## src/rtl/streammult_sched.sv

```systemverilog
// streammult_sched: arbitrates whole packets from two requesters onto one AXI-Stream
// multiplier and steers results back by grant order. Optional macro: STREAMMULT_SCHED_CNT_EN.
module streammult_sched #(
  parameter int C_AXIS_TDATA_WIDTH = 32,
  parameter int C_ID_FIFO_DEPTH    = 4
) (
  input  logic                          axis_aclk,
  input  logic                          axis_areset,
`ifdef STREAMMULT_SCHED_CNT_EN
  output logic [31:0]                   pkt_cnt0,
  output logic [31:0]                   pkt_cnt1,
`endif
  input  logic                          s00_axis_tvalid,
  output logic                          s00_axis_tready,
  input  logic [C_AXIS_TDATA_WIDTH-1:0] s00_axis_tdata,
  input  logic                          s00_axis_tlast,
  input  logic                          s01_axis_tvalid,
  output logic                          s01_axis_tready,
  input  logic [C_AXIS_TDATA_WIDTH-1:0] s01_axis_tdata,
  input  logic                          s01_axis_tlast,
  output logic                          m00_axis_tvalid,
  input  logic                          m00_axis_tready,
  output logic [C_AXIS_TDATA_WIDTH-1:0] m00_axis_tdata,
  output logic                          m00_axis_tlast,
  input  logic                          s02_axis_tvalid,
  output logic                          s02_axis_tready,
  input  logic [C_AXIS_TDATA_WIDTH-1:0] s02_axis_tdata,
  input  logic                          s02_axis_tlast,
  output logic                          m01_axis_tvalid,
  input  logic                          m01_axis_tready,
  output logic [C_AXIS_TDATA_WIDTH-1:0] m01_axis_tdata,
  output logic                          m01_axis_tlast,
  output logic                          m02_axis_tvalid,
  input  logic                          m02_axis_tready,
  output logic [C_AXIS_TDATA_WIDTH-1:0] m02_axis_tdata,
  output logic                          m02_axis_tlast
);

  localparam int AW = (C_ID_FIFO_DEPTH > 1) ? $clog2(C_ID_FIFO_DEPTH) : 1;
  localparam logic [AW:0] FULL_CNT = C_ID_FIFO_DEPTH[AW:0];

  typedef enum logic [1:0] {IDLE, GRANT0, GRANT1} state_t;

  state_t                     state;
  logic                       last_grant;
  logic [C_ID_FIFO_DEPTH-1:0] id_mem;
  logic [AW-1:0]              wr_ptr;
  logic [AW-1:0]              rd_ptr;
  logic [AW:0]                count;

  logic fifo_full;
  logic fifo_empty;
  logic head_id;
  logic push;
  logic push_id;
  logic pop;
  logic req_last_fire;

  assign fifo_full  = (count == FULL_CNT);
  assign fifo_empty = (count == '0);
  assign head_id    = id_mem[rd_ptr];

  // Round robin on a tie: the requester that did not win last time goes next.
  assign push    = (state == IDLE) && !fifo_full && (s00_axis_tvalid || s01_axis_tvalid);
  assign push_id = (s00_axis_tvalid && s01_axis_tvalid) ? ~last_grant : s01_axis_tvalid;

  assign req_last_fire = m00_axis_tvalid && m00_axis_tready && m00_axis_tlast;
  assign pop           = s02_axis_tvalid && s02_axis_tready && s02_axis_tlast;

  always_comb begin
    m00_axis_tvalid = 1'b0;
    m00_axis_tdata  = s00_axis_tdata;
    m00_axis_tlast  = s00_axis_tlast;
    s00_axis_tready = 1'b0;
    s01_axis_tready = 1'b0;
    case (state)
      GRANT0: begin
        m00_axis_tvalid = s00_axis_tvalid;
        s00_axis_tready = m00_axis_tready;
      end
      GRANT1: begin
        m00_axis_tvalid = s01_axis_tvalid;
        m00_axis_tdata  = s01_axis_tdata;
        m00_axis_tlast  = s01_axis_tlast;
        s01_axis_tready = m00_axis_tready;
      end
      default: ;
    endcase
  end

  always_comb begin
    m01_axis_tdata  = s02_axis_tdata;
    m01_axis_tlast  = s02_axis_tlast;
    m02_axis_tdata  = s02_axis_tdata;
    m02_axis_tlast  = s02_axis_tlast;
    m01_axis_tvalid = !fifo_empty && !head_id && s02_axis_tvalid;
    m02_axis_tvalid = !fifo_empty &&  head_id && s02_axis_tvalid;
    s02_axis_tready = !fifo_empty && (head_id ? m02_axis_tready : m01_axis_tready);
  end

  always_ff @(posedge axis_aclk or posedge axis_areset) begin
    if (axis_areset) begin
      state      <= IDLE;
      last_grant <= 1'b1;
    end else begin
      case (state)
        IDLE: if (push) state <= push_id ? GRANT1 : GRANT0;
        GRANT0: if (req_last_fire) begin
          state      <= IDLE;
          last_grant <= 1'b0;
        end
        GRANT1: if (req_last_fire) begin
          state      <= IDLE;
          last_grant <= 1'b1;
        end
        default: state <= IDLE;
      endcase
    end
  end

  always_ff @(posedge axis_aclk or posedge axis_areset) begin
    if (axis_areset) begin
      id_mem <= '0;
      wr_ptr <= '0;
      rd_ptr <= '0;
      count  <= '0;
    end else begin
      if (push) begin
        id_mem[wr_ptr] <= push_id;
        wr_ptr         <= wr_ptr + 1'b1;
      end
      if (pop) rd_ptr <= rd_ptr + 1'b1;
      case ({push, pop})
        2'b10:   count <= count + 1'b1;
        2'b01:   count <= count - 1'b1;
        default: ;
      endcase
    end
  end

`ifdef STREAMMULT_SCHED_CNT_EN
  always_ff @(posedge axis_aclk or posedge axis_areset) begin
    if (axis_areset) begin
      pkt_cnt0 <= '0;
      pkt_cnt1 <= '0;
    end else begin
      if (m01_axis_tvalid && m01_axis_tready && m01_axis_tlast) pkt_cnt0 <= pkt_cnt0 + 1'b1;
      if (m02_axis_tvalid && m02_axis_tready && m02_axis_tlast) pkt_cnt1 <= pkt_cnt1 + 1'b1;
    end
  end
`endif

endmodule

```

## config.mk

```make
export PLATFORM = sky130hd
export DESIGN_NAME = streammult_sched
export DESIGN_NICKNAME = d
export VERILOG_FILES = /design/src/rtl/streammult_sched.sv
export SDC_FILE = /design/constraint.sdc
export NUM_CORES = 1
export LEC_CHECK = 0
export BUFFER_PORTS_ARGS = -buffer_cell sky130_fd_sc_hd__buf_2
export CAP_MARGIN = 15
export CORE_AREA = 2 2 82 84
export CTS_CLUSTER_SIZE = 20
export DETAILED_ROUTE_END_ITERATION = 10
export DIE_AREA = 0 0 84 86
export PLACE_DENSITY = 0.83
export SLEW_MARGIN = 15
export SYNTH_ARGS = -nofsm -noshare
export SYNTH_HDL_FRONTEND = slang
export SYNTH_SLANG_ARGS = --single-unit
```

## constraint.sdc

```tcl
create_clock -name axis_aclk -period 2 [get_ports axis_aclk]
set_input_delay 0.3 -clock axis_aclk [delete_from_list [all_inputs] [get_ports axis_aclk]]
set_output_delay 0.3 -clock axis_aclk [all_outputs]
set_load 0.02 [all_outputs]
```

After elaboration in Yosys (flattened, before gate mapping)
Index checks and enable logic that the tools add are counted.
{"block": "word_totals", "regBits": 14, "inputBits": 107, "wordCells": 67, "out_inout_bits": 105}
{"block": "op_classes", "n_reduce_logical": 24, "mux": 20, "n_eq_ne": 9, "bitwise": 1, "n_addsub": 4, "n_lt_le_gt_ge": 3}
{"operator": "32-bit two-way mux", "n": 1}
{"operator": "1-bit logical AND", "n": 13}
{"operator": "1-bit two-way mux", "n": 9}
{"operator": "2-bit by 3-bit < comparator with 1-bit output (second input constant)", "n": 2}
{"operator": "2-bit two-way mux", "n": 3}
{"operator": "2-bit != test (second input constant)", "n": 3}
{"operator": "3-bit one-hot mux with 2 select lines", "n": 1}
{"operator": "2-bit by 1-bit adder with 2-bit output (second input constant)", "n": 2}
{"operator": "4-bit bitwise mux", "n": 1}
{"operator": "2-bit by 1-bit equality test with 1-bit output (second input constant)", "n": 2}
{"operator": "2-bit equality test (second input constant)", "n": 2}
{"operator": "1-bit one-hot mux with 2 select lines", "n": 2}
{"operator": "2-bit one-hot mux with 2 select lines", "n": 1}
{"operator": "2-bit nonzero test", "n": 2}
{"operator": "3-bit by 1-bit adder with 3-bit output (second input constant)", "n": 1}
{"operator": "3-bit equality test (second input constant)", "n": 1}
{"operator": "1-bit logical NOT", "n": 3}
{"operator": "3-bit logical NOT", "n": 1}
{"operator": "3-bit AND reduction", "n": 1}
{"operator": "3-bit by 1-bit subtractor with 3-bit output (second input constant)", "n": 1}
{"operator": "1-bit binary-select mux with 2-bit select", "n": 1}
{"operator": "1-bit demux with 2-bit select", "n": 1}
{"operator": "2-bit by 1-bit greater-or-equal comparator with 1-bit output (second input constant)", "n": 1}
{"operator": "2-bit logical NOT", "n": 1}
{"operator": "5 further kinds", "n": 5}

Logic depth before layout (Yosys ltp)
{"block": "logic_depth", "depth_word": 8, "ltp_mapped": 10, "depth_no_buf": 10}

Worst setup path before layout
No wires, ideal clock.
{"block": "synth_path", "path_type": "reg2reg", "startpoint": "reg rd_ptr[1]", "endpoint": "reg count[2]", "required_time_ps": 1921, "stages_incl_launch_ff": 11, "arrival_time_ps": 1989, "path_buffers": 0, "path_slack_ps": -69, "path_cell_list": "dfrtp_1 mux2i_1 mux2i_1 mux2i_1 nor2_1 ha_1 inv_1 fa_1 xor2_1 nor2_1 xor2_1"}
{"block": "synth_via", "elab_chain_cells": 8, "elab_cells_between_ends": 10, "cone_classes": "2 x eq/ne; 4 x mux; 4 x reduce/logical"}
{"item": "start, declared", "line": "48", "source": "logic [AW-1:0] rd_ptr;"}
{"item": "start signal, assigned", "line": "132", "source": "if (pop) rd_ptr <= rd_ptr + 1'b1;"}
{"item": "1-bit binary-select mux with 2-bit select *", "line": "61", "source": "assign head_id = id_mem[rd_ptr];"}
{"item": "1-bit two-way mux (not written as such) *", "line": "61"}
{"item": "1-bit two-way mux *", "line": "98", "source": "s02_axis_tready = !fifo_empty && (head_id ? m02_axis_tready : m01_axis_tready);"}
{"item": "1-bit logical AND *", "line": "98"}
{"item": "1-bit logical AND * (2 in a row)", "line": "68", "source": "assign pop = s02_axis_tvalid && s02_axis_tready && s02_axis_tlast;"}
{"item": "via pop", "line": "56", "source": "logic pop;"}
{"item": "2-bit by 1-bit equality test with 1-bit output or 2-bit equality test (tied branches)", "line": "133", "source": "case ({push, pop})"}
{"item": "3-bit one-hot mux with 2 select lines or 2-bit nonzero test (tied branches)"}
{"item": "end signal, assigned", "line": "134", "source": "2'b10: count <= count + 1'b1;"}
{"item": "end signal, assigned", "line": "135", "source": "2'b01: count <= count - 1'b1;"}
{"item": "end, declared", "line": "49", "source": "logic [AW:0] count;"}
The timed path passes the listed nets; every way through them passes the cells marked *. The select of a mux whose other input is x is not followed.
A chain may end at the register's enable or synchronous reset.

Final worst setup path
Same ends and word-level chain as after synthesis.

==> out/summary.txt <==
Initial DRC count - 31
CP endpoint - count[2]
Number of buffers inserted by hold repair at cts - 0
Die width - 84 um
Util after Layout - 34.4%
Wl on met1 - 1490 um
Die height - 86 um
Met2 Routed Length - 2370 um
Total gr overflow - 0
Worst Path Max Fanout - 3
Setup violators final - 1
Clock root buffer - clkbuf_8
FP Rows - 29
Drt wl/cell - 13.8 um
Core Area - 6280 um2
Area share of the largest cell type after synthesis - 27.4%
Slew of the pin with the lowest slew margin - 0.545 ns
Yosys top cell by area - buf_4
Multi-input combinational cell area - 911 um2
Vias in the first global route - 1346
Clock Tree Buf Depth - 2
RePlAce Congestion - 0.803
Yosys warns - 0
Cell area power density - 1280 nW/um2
Max incr delay on CP - 0.39 ns
Worst r2r src - rd_ptr[1]
Setup Skew - 0.00321 ns
Layout fillers - 636
Clk sinks - 14
DR DRC count - 0
Crit share post-route - 105%
Vias per cell - 4.39
Critical-path top delay cell - dfrtp_1
Final Non-Filler Cells - 330
CP endpoint kind - flip-flop
Worst-path cell chain - mux2i_1 -> mux2i_1 -> mux2i_1 -> nor2_1 -> ha_2 -> inv_2 -> fa_2 -> xor2_1 -> nor2_1 -> xor2_1
Detailed-route via count - 1449
Antenna Nets Post-Route - 0
Most frequent cells in the layout - 115 x buf_2, 36 x mux2_2, 13 x dfrtp_1
H-tree depth - 1
Post-DP Area - 2040 um2
GRT Overall Usage - 11.3%
Most frequent CP cell - mux2i_1
Largest net degree at the start of global routing - 17
Fin. Hold Viols - 0
Area contributors post-synth - buf_4 27%, mux2_2 22%, dfrtp_1 18%, ha_1 5.5%, mux2i_1 3.9%
Arr. time, crit path - 2.27 ns
Initial core utilization - 28.8%
Sequential Area - 352 um2
Register area share after synthesis - 19.4%
Slew headroom - 63.7%
IO Port Bufs - 115
Final Net Count - 370
Netlist cell types - 33
Period minus WS final - 2.10 ns
Routed wl met3 - 579 um
Mapped Cells - 190
Area grow syn2layout - 19.4%
I/O pin cnt - 212
Commonest non-fill, non-tap cell in the layout - buf_2
Cell Area, Synth - 1810 um2
Leakage - 1.12 nW
Worst EP required - 2.17 ns
Critical path class - reg -> reg
Drt first pass iters - 4
Mapped Nets - 306
Layout cell share with drive strength beyond 1 - 70.0%
Maxcap violations - 0
Clock transition at the registers of the reported paths - 0.06 ns
Antenna violations before repair - 0
Worst reg-to-reg path cell count - 10
Peak VDD IR - 0.566 mV
Final HPWL DP - 3760 um
CTS tree - yes
Yosys reg bits - 14
R2R setup slack - -0.10 ns
CP startpoint - rd_ptr[1]
N_diodes - 0
Die area - 7220 um2
Worst R2R End - count[2]
First-pass GRT wire length - 6490 um
Hold WC Path Type - in -> async
Slew Limit Fails - 0
Syn avg cell area - 9.52 um2
Top routing layer in use - met4
Skew-Pair Late Insertion Delay - 0.25 ns
WL final - 4550 um
Status - complete, but fails checks
Post-route setup slack - -0.102 ns
Max Fclk - 476 MHz
RSZ-0062 raised after global routing - yes
Placed insts - 320
Post-route worst hold slack - 0.0852 ns
CP Launch Type - flip-flop
Cell area after layout - 2160 um2
Total CTS buffers - 3
Failing checks - setup timing
==> per-layer routing <==
metal	global-route usage, %	vias up
li1	-	696
met1	11.3	664
met2	19.6	72
met3	6.06	17
met4	5.13	0
met5	0	-
==> kinds of logic after synthesis <==
group	count (synthesis)	synth area share, %
buffers and inverters	81	31.1
multiplexers	44	27.1
AND/OR/NAND/NOR	26	8.37
flip-flops	14	19.4
AO/OA/AOI/OAI	11	4.84
adder cells (fa/ha/maj)	9	6.64
XOR/XNOR	5	2.42
==> area by class of cell <==
class	instances	area share [%]
Clock buffer	4	2.09
Inverter	11	1.91
Multi-Input combinational cell	95	42.2
Sequential cell	14	16.3
Tap cell	77	4.46
Timing Repair Buffer	129	33.0
==> worst min-delay path by stage <==
| stage | start | to | depth (start not counted) |
|---|---|---|---|
| floorplan | axis_areset | count[0] | 1 |
| finish | axis_areset | count[0] | 2 |
| global route | axis_areset | state[1] | 2 |
| detailed placement | axis_areset | count[2] | 2 |
| global placement | axis_areset | state[0] | 2 |
| CTS | axis_areset | rd_ptr[1] | 2 |
==> metrics by stage <==
step	power (mW)	setup WS [ns]	TNS, ns
2_1_floorplan	2.02	-0.0673	-0.0673
3_3_place_gp	2.32	-0.0550	-0.0550
3_5_place_dp	2.39	-0.145	-0.145
4_1_cts	2.76	-0.0987	-0.0987
5_1_grt	2.99	-0.251	-0.469
6_report	2.76	-0.102	-0.102
==> synth_stat cells, drive strengths merged <==
cell	instances
a22o	1
mux2	37
a21oi	1
nor2	6
nand4	1
mux2i	7
and2b	1
dfrtp	13
and2	2
xor2	3
dfstp	1
a221oi	1
nand2	7
inv	11
fa	1
nand2b	3
o31ai	1
xnor2	2
nor3	1
buf	70
nor3b	3
a221o	1
nand3b	1
ha	8
a32o	3
a21boi	1
o21ai	2
nor2b	1
==> power breakdown <==
| group | internal (mW) | total [mW] | switching [mW] | leakage [nW] |
|---|---|---|---|---|
| sequential | 0.437 | 0.551 | 0.114 | 0.167 |
| combinational | 1.01 | 1.97 | 0.960 | 0.933 |
| clock | 0.141 | 0.241 | 0.0998 | 0.0228 |
| total | 1.59 | 2.76 | 1.17 | 1.12 |
==> flip-flops by register name (all words and copies together) (netlist names) <==
register / flops
id_mem: 4
state: 2
last_grant: 1
rd_ptr: 2
wr_ptr: 2
count: 3
==> what timing repair did <==
item	4_1_cts	5_1_grt
pin swaps	3	0
cloned	1	0
resized for setup	5	0
buffers inserted	2	3
setup endpoints to repair	34	2
==> critical path: cells and delay by family, from the launching register on <==
| family | cells | cell delay, ns |
|---|---|---|
| xor+xnor | 2 | 0.29 |
| buf+inv | 1 | 0.04 |
| simple gates | 2 | 0.23 |
| fa+ha+maj | 2 | 0.53 |
| flops | 1 | 0.39 |
| mux | 3 | 0.54 |
Note: power is estimated with default switching activity, not from simulation.
